$ cat src/rtl/kf76489_write_sequencer_if.sv
// Command handshake and KF76489 write-bus signals shared by the sequencer and its peers.
interface kf76489_write_sequencer_if;
    // command source side
    logic       cmd_valid;
    logic       cmd_ready;
    logic [1:0] cmd_channel;
    logic       cmd_atten;
    logic [9:0] cmd_data;
    // KF76489 pin side
    logic       CE_N;
    logic       WE_N;
    logic [7:0] D_OUT;
    logic       READY;

    // the sequencer: accepts commands, initiates bus writes
    modport master (
        input  cmd_valid, cmd_channel, cmd_atten, cmd_data, READY,
        output cmd_ready, CE_N, WE_N, D_OUT
    );

    // command source / sound core model
    modport slave (
        output cmd_valid, cmd_channel, cmd_atten, cmd_data, READY,
        input  cmd_ready, CE_N, WE_N, D_OUT
    );
endinterface

$ cat src/rtl/kf76489_write_sequencer.sv
// KF76489 write sequencer: command FIFO, latch/data byte encoder and a
// SETUP/STROBE/RECOVER/GAP timing FSM driving registered CE_N/WE_N/D_OUT.
module kf76489_write_sequencer #(
    parameter int FIFO_DEPTH    = 4,
    parameter int SETUP_CYCLES  = 1,
    parameter int STROBE_CYCLES = 2,
    parameter int GAP_CYCLES    = 2,
    parameter int READY_TIMEOUT = 255
) (
    input  logic                         clock,
    input  logic                         reset_n,
    kf76489_write_sequencer_if.master    bus,
    input  logic                         err_clear,
    output logic                         busy,
    output logic [$clog2(FIFO_DEPTH):0]  fifo_count,
    output logic                         timeout_err
);

    localparam int AW = $clog2(FIFO_DEPTH);
    localparam int NW = AW + 1;
    localparam logic [NW-1:0] FULL_COUNT = NW'(FIFO_DEPTH);

    // phase counter must hold the longest phase length minus one
    localparam int MAX_A = (SETUP_CYCLES > STROBE_CYCLES) ? SETUP_CYCLES : STROBE_CYCLES;
    localparam int MAX_B = (MAX_A > GAP_CYCLES) ? MAX_A : GAP_CYCLES;
    localparam int MAX_C = (MAX_B > READY_TIMEOUT) ? MAX_B : READY_TIMEOUT;
    localparam int CW    = $clog2(MAX_C + 1);

    localparam logic [CW-1:0] SETUP_LAST   = CW'(SETUP_CYCLES - 1);
    localparam logic [CW-1:0] STROBE_LAST  = CW'(STROBE_CYCLES - 1);
    localparam logic [CW-1:0] GAP_LAST     = CW'(GAP_CYCLES - 1);
    localparam logic [CW-1:0] TIMEOUT_LAST = CW'(READY_TIMEOUT - 1);

    localparam logic [2:0] S_IDLE    = 3'd0;
    localparam logic [2:0] S_SETUP   = 3'd1;
    localparam logic [2:0] S_STROBE  = 3'd2;
    localparam logic [2:0] S_RECOVER = 3'd3;
    localparam logic [2:0] S_GAP     = 3'd4;

    // FIFO entry layout: {channel[1:0], atten, data[9:0]}
    logic [12:0]   fifo_mem [FIFO_DEPTH];
    logic [AW-1:0] wr_ptr;
    logic [AW-1:0] rd_ptr;
    logic          push;
    logic          pop;

    logic [2:0]    state;
    logic [CW-1:0] cnt;
    logic [7:0]    cur_byte;
    logic [7:0]    next_byte;
    logic          second_pending;

    logic [12:0]   head;
    logic [1:0]    head_ch;
    logic          head_atten;
    logic [9:0]    head_data;
    logic [7:0]    enc_byte0;
    logic [7:0]    enc_byte1;
    logic          enc_two;

    assign bus.cmd_ready = reset_n && (fifo_count != FULL_COUNT);
    assign push          = bus.cmd_valid && bus.cmd_ready;
    assign pop           = (state == S_IDLE) && (fifo_count != '0);
    assign busy          = (state != S_IDLE) || (fifo_count != '0);

    // FIFO storage: written on accepted push, no reset needed
    always_ff @(posedge clock) begin
        if (push) begin
            fifo_mem[wr_ptr] <= {bus.cmd_channel, bus.cmd_atten, bus.cmd_data};
        end
    end

    // FIFO pointers and occupancy; pointers wrap naturally at the power-of-two depth
    always_ff @(posedge clock) begin
        if (!reset_n) begin
            wr_ptr     <= '0;
            rd_ptr     <= '0;
            fifo_count <= '0;
        end else begin
            if (push) begin
                wr_ptr <= wr_ptr + 1'b1;
            end
            if (pop) begin
                rd_ptr <= rd_ptr + 1'b1;
            end
            if (push && !pop) begin
                fifo_count <= fifo_count + 1'b1;
            end else if (pop && !push) begin
                fifo_count <= fifo_count - 1'b1;
            end
        end
    end

    // Encode the FIFO head into its latch byte and optional data byte
    always_comb begin
        head       = fifo_mem[rd_ptr];
        head_ch    = head[12:11];
        head_atten = head[10];
        head_data  = head[9:0];
        enc_byte0  = '0;
        enc_byte1  = '0;
        enc_two    = 1'b0;
        if (head_atten) begin
            enc_byte0 = {1'b1, head_ch, 1'b1, head_data[3:0]};
        end else if (head_ch == 2'b11) begin
            enc_byte0 = {1'b1, 2'b11, 1'b0, 1'b0, head_data[2:0]};
        end else begin
            enc_byte0 = {1'b1, head_ch, 1'b0, head_data[3:0]};
            enc_byte1 = {2'b00, head_data[9:4]};
            enc_two   = 1'b1;
        end
    end

    // Bus timing FSM with phase counter, byte holding registers and sticky timeout flag
    always_ff @(posedge clock) begin
        if (!reset_n) begin
            state          <= S_IDLE;
            cnt            <= '0;
            cur_byte       <= '0;
            next_byte      <= '0;
            second_pending <= 1'b0;
            timeout_err    <= 1'b0;
        end else begin
            // a timeout set later in this block overrides the clear
            if (err_clear) begin
                timeout_err <= 1'b0;
            end
            case (state)
                S_IDLE: begin
                    if (fifo_count != '0) begin
                        cur_byte       <= enc_byte0;
                        next_byte      <= enc_byte1;
                        second_pending <= enc_two;
                        cnt            <= '0;
                        state          <= S_SETUP;
                    end
                end
                S_SETUP: begin
                    if (cnt == SETUP_LAST) begin
                        cnt   <= '0;
                        state <= S_STROBE;
                    end else begin
                        cnt <= cnt + 1'b1;
                    end
                end
                S_STROBE: begin
                    if ((cnt >= STROBE_LAST) && bus.READY) begin
                        cnt   <= '0;
                        state <= S_RECOVER;
                    end else if (cnt == TIMEOUT_LAST) begin
                        timeout_err    <= 1'b1;
                        second_pending <= 1'b0;
                        cnt            <= '0;
                        state          <= S_RECOVER;
                    end else begin
                        cnt <= cnt + 1'b1;
                    end
                end
                S_RECOVER: begin
                    cnt   <= '0;
                    state <= S_GAP;
                end
                S_GAP: begin
                    if (cnt == GAP_LAST) begin
                        cnt <= '0;
                        if (second_pending) begin
                            cur_byte       <= next_byte;
                            second_pending <= 1'b0;
                            state          <= S_SETUP;
                        end else begin
                            state <= S_IDLE;
                        end
                    end else begin
                        cnt <= cnt + 1'b1;
                    end
                end
                default: begin
                    cnt   <= '0;
                    state <= S_IDLE;
                end
            endcase
        end
    end

    // Registered pins follow the state one cycle later, so each phase keeps its
    // length while the pins stay glitch-free
    always_ff @(posedge clock) begin
        if (!reset_n) begin
            bus.CE_N  <= 1'b1;
            bus.WE_N  <= 1'b1;
            bus.D_OUT <= '0;
        end else begin
            bus.CE_N <= !((state == S_SETUP) || (state == S_STROBE) || (state == S_RECOVER));
            bus.WE_N <= !(state == S_STROBE);
            if (state == S_SETUP) begin
                bus.D_OUT <= cur_byte;
            end
        end
    end

endmodule
$ cat src/flat_wrapper.sv
// flat-port wrapper written by rule: the top's interface ports become plain ports
module kf76489_write_sequencer_flat 
#(
    parameter int FIFO_DEPTH    = 4,
    parameter int SETUP_CYCLES  = 1,
    parameter int STROBE_CYCLES = 2,
    parameter int GAP_CYCLES    = 2,
    parameter int READY_TIMEOUT = 255
)
  (clock, reset_n, err_clear, busy, fifo_count, timeout_err, bus_cmd_valid, bus_cmd_channel, bus_cmd_atten, bus_cmd_data, bus_READY, bus_cmd_ready, bus_CE_N, bus_WE_N, bus_D_OUT);
  kf76489_write_sequencer_if bus_i ();
  input  logic clock;
  input  logic reset_n;
  input  logic err_clear;
  output logic busy;
  output logic [$clog2(FIFO_DEPTH):0] fifo_count;
  output logic timeout_err;
  input wire logic [$bits(bus_i.cmd_valid)-1:0] bus_cmd_valid;
  input wire logic [$bits(bus_i.cmd_channel)-1:0] bus_cmd_channel;
  input wire logic [$bits(bus_i.cmd_atten)-1:0] bus_cmd_atten;
  input wire logic [$bits(bus_i.cmd_data)-1:0] bus_cmd_data;
  input wire logic [$bits(bus_i.READY)-1:0] bus_READY;
  output wire logic [$bits(bus_i.cmd_ready)-1:0] bus_cmd_ready;
  output wire logic [$bits(bus_i.CE_N)-1:0] bus_CE_N;
  output wire logic [$bits(bus_i.WE_N)-1:0] bus_WE_N;
  output wire logic [$bits(bus_i.D_OUT)-1:0] bus_D_OUT;
  assign bus_i.cmd_valid = bus_cmd_valid;
  assign bus_i.cmd_channel = bus_cmd_channel;
  assign bus_i.cmd_atten = bus_cmd_atten;
  assign bus_i.cmd_data = bus_cmd_data;
  assign bus_i.READY = bus_READY;
  assign bus_cmd_ready = bus_i.cmd_ready;
  assign bus_CE_N = bus_i.CE_N;
  assign bus_WE_N = bus_i.WE_N;
  assign bus_D_OUT = bus_i.D_OUT;
  kf76489_write_sequencer #(.FIFO_DEPTH(FIFO_DEPTH), .SETUP_CYCLES(SETUP_CYCLES), .STROBE_CYCLES(STROBE_CYCLES), .GAP_CYCLES(GAP_CYCLES), .READY_TIMEOUT(READY_TIMEOUT)) u_core (.clock(clock), .reset_n(reset_n), .bus(bus_i), .err_clear(err_clear), .busy(busy), .fifo_count(fifo_count), .timeout_err(timeout_err));
endmodule
$ cat config.mk
export PLATFORM = sky130hd
export DESIGN_NAME = kf76489_write_sequencer_flat
export DESIGN_NICKNAME = d
export VERILOG_FILES = /design/src/rtl/kf76489_write_sequencer_if.sv /design/src/rtl/kf76489_write_sequencer.sv /design/src/flat_wrapper.sv
export SDC_FILE = /design/constraint.sdc
export NUM_CORES = 1
export LEC_CHECK = 0
export BUFFER_PORTS_ARGS = -buffer_cell sky130_fd_sc_hd__buf_4
export CAP_MARGIN = 5
export CORE_MARGIN = 2
export CORE_UTILIZATION = 45
export DETAILED_ROUTE_END_ITERATION = 7
export HOLD_SLACK_MARGIN = 0.03
export PLACE_DENSITY = 0.68
export SYNTH_ARGS = -nofsm -noshare
export SYNTH_HDL_FRONTEND = slang
export SYNTH_SLANG_ARGS = --single-unit
$ cat constraint.sdc
create_clock -name clock -period 5.5 [get_ports clock]
set_input_delay 0.275 -clock clock [delete_from_list [all_inputs] [get_ports clock]]
set_output_delay 0.275 -clock clock [all_outputs]
set_load 0.005 [all_outputs]
==> results.sh <==
export IMPL_criticalPathCategory="reg -> reg"
export IMPL_setup_tns_ps=0
export IMPL_worst_pin_slew_ps=816
export IMPL_synth_compound_area_share_pct=6.95
export IMPL_required_ps=5780
export IMPL_finalHoldViolCount=0
export IMPL_gp_congestion=0.779
export IMPL_vdd_drop_max_uv=178
export IMPL_cts_tree="yes"
export IMPL_synth_xor_area_share_pct=2.85
export IMPL_crit_fanout=13
export IMPL_core_region_area_mm2=0.00868
export IMPL_track_usage_pct=15.5
export IMPL_slew_viol_final=0
export IMPL_grt_pass1_wl_um=11900
export IMPL_muxShareOfSynthArea_pct=9.77
export IMPL_rsz0062_at_grt="false"
export IMPL_synth_edf_count=52
export IMPL_dr_pass1_iters=5
export IMPL_outcome="finished clean"
export IMPL_whs_path_depth=1
export IMPL_cts_sinks=98
export IMPL_relSlewSlack_pct=45.5
export IMPL_grt_antenna_before_repair=0
export IMPL_clock_latency_ps=350
export IMPL_hold_class="in -> reg"
export IMPL_via_count=2419
export IMPL_routed_via_density=5.29
export IMPL_synth_fa_ha_area_share_pct=3.32
export IMPL_avgSynthCellArea_um2=12.8
export IMPL_dp_hpwl_um=4930
export IMPL_die_x_um=98.2
export IMPL_synthArstFlopShare_pct=0
export IMPL_grt_pass1_vias=2429
export IMPL_routed_wl_um=7220
export IMPL_finalCritPeriodShare_pct=53.6
export IMPL_power_density_mw_per_mm2=446
export IMPL_area_growth_pct=13.5
export IMPL_fin_crit_ps=2950
export IMPL_p_leak_uw=0.00163
export IMPL_yosys_area_top_type_share_pct=39.1
export IMPL_clkTransAtPathRegs_ps=100
export IMPL_drtIter0Drc=86
export IMPL_yosys_area_share_simple_pct=11.6
export IMPL_synth_area_leader_cell="edfxtp_1"
export IMPL_cp_end_kind="flip-flop"
export IMPL_cts_root_buf="clkbuf_8"
export IMPL_nets=372
export IMPL_drc=0
export IMPL_synth_top_family_by_area="simple AND/OR/NAND/NOR gates"
export IMPL_synth_area_mm2=0.00400
export IMPL_ctsHoldBuffers=0
export IMPL_skew_ps=15.3
export IMPL_cts_setup_buffers=0
export IMPL_arrival_ps=3230
export IMPL_ctsResizeCount=0
export IMPL_setup_violations=0
export IMPL_die_area_mm2=0.00965
export IMPL_yosysSeqAreaShare_pct=62.1
export IMPL_port_buffers=33
export IMPL_crit_path_start_kind="flip-flop"
export IMPL_wl_per_cell_um=15.8
export IMPL_grt_max_degree=32
export IMPL_antenna_cells=0
export IMPL_yosys_warnings=0
export IMPL_ioPinCount=34
export IMPL_cts_buffers=9
export IMPL_cap_violations=0
export IMPL_synth_fp_nets=340
export IMPL_hp_start="bus_cmd_data[7]"
export IMPL_hold_path_endpoint="u_core.fifo_mem[0][7]"
export IMPL_synthCells=312
export IMPL_num_rows=34
export IMPL_ant_nets=0
export IMPL_fmax_mhz=339
export IMPL_reg2reg_slack_ps=2550
export IMPL_grt_remaining_overflow=0
export IMPL_cts_buffer_depth=2
export IMPL_r2r_end="u_core.next_byte[1]"
export IMPL_synth_cell_types=45
export IMPL_h_tree_depth=3
export IMPL_ys_ff_latch=98
export IMPL_die_h_um=98.2
export IMPL_ys_dominant_reg_cell="edfxtp_1"
export IMPL_start_util_pct=46.0
export IMPL_synth_area_top_cells="edfxtp_1 39%, dfxtp_1 23%, mux4_2 6.2%"
export IMPL_drive_above_1_share_pct=20.3
export IMPL_total_power_uw=2020
export IMPL_r2r_worst_path_cells=5
==> through the flow <==
stage	worst slack (ps)	instances	area [µm²]	hold slack (ps)	utilization, %
floorplan	3140	312	4000	337	-
global placement	2590	441	4330	439	49.9
detailed placement	2530	441	4330	445	49.9
CTS	2480	457	4540	97.5	52.3
global route	2330	457	4540	99.4	52.3
finish	2550	457	4540	118	52.3
==> cell usage in the layout, fill, tap and decap left out, drive strengths merged, types with 2 or more instances in the layout <==
master,n
and2,2
ha,9
inv,22
and3,5
xnor2,6
xor2,7
nor3b,2
dfxtp,46
a311oi,5
a21oi,10
nor4,3
nand2,24
mux2i,9
o21ai,15
clkbuf,9
nor3,3
or3,4
o211ai,2
edfxtp,52
or3b,2
nand4,4
mux4,13
buf,36
nand2b,2
nand3,8
clkinvlp,2
nor2,33
==> critical path: stages, from the launching register on <==
cell and delay [ps]:
dfxtp_1 860, mux4_1 680, nand2_1 110, or3b_1 350
or4_1 680, o21ai_2 200
==> sequential cells by signal, summed over array words and instances, names as in the netlist, named ones only <==
name,count
u_core.bus.CE_N,1
u_core.bus.D_OUT,8
u_core.bus.WE_N,1
u_core.cnt,8
u_core.cur_byte,8
u_core.fifo_count,3
u_core.fifo_mem,52
u_core.next_byte,6
u_core.rd_ptr,2
u_core.second_pending,1
u_core.state,3
u_core.timeout_err,1
u_core.wr_ptr,2
==> how the worst max path moves through the flow <==
stage                          from              endpoint  slack, ps  cells past startpoint
6_report                  flip-flop   u_core.next_byte[1]       2550                      5
3_3_place_gp              flip-flop   u_core.next_byte[4]       2590                      5
5_1_grt                   flip-flop   u_core.next_byte[1]       2330                      5
2_1_floorplan  u_core.fifo_count[0]  u_core.fifo_count[2]       3140                     10
4_1_cts                   flip-flop   u_core.next_byte[1]       2480                      5
3_5_place_dp              flip-flop   u_core.next_byte[0]       2530                      5
==> final cells by class <==
type	count	area, µm²
clock buffer	9	124
clock inverter	7	80.1
fill	747	4140
inverter	18	67.6
multi-input combinational	181	1380
sequential	98	2480
tap	108	135
timing repair buffer	36	270
==> cells by family after synthesis <==
| logic type | after synthesis |
|---|---|
| adder cells (fa/ha/maj) | 10 |
| multiplexers | 22 |
| AND/OR/NAND/NOR | 96 |
| AO/OA/AOI/OAI | 40 |
| buffers and inverters | 33 |
| flip-flops | 98 |
| XOR/XNOR | 13 |
==> cell usage after synthesis (all sizes together), types with 3 or more instances <==
cell type	n
a311oi	5
nor2	33
clkbuf	6
nand2	24
a21oi	10
o21ai	15
mux4	13
dfxtp	46
mux2i	9
nor4	3
and3	5
ha	9
edfxtp	52
or3	4
xor2	7
nor3	3
buf	9
inv	18
nand4	4
xnor2	6
nand3	8
==> routing by layer <==
metal / routed length (µm) / vias to the layer above / GRT usage (%)
li1: - / 1197 / -
met5: 0 / - / 0
met3: 218 / 2 / 3.08
met2: 3720 / 39 / 25.9
met4: 17 / 0 / 4.85
met1: 3270 / 1181 / 20.5
==> power by group <==
part | total (µW) | switching [µW] | internal, µW
registers | 979 | 105 | 873
logic | 573 | 305 | 268
clock network | 472 | 256 | 217
(Power assumes the default switching activity.)
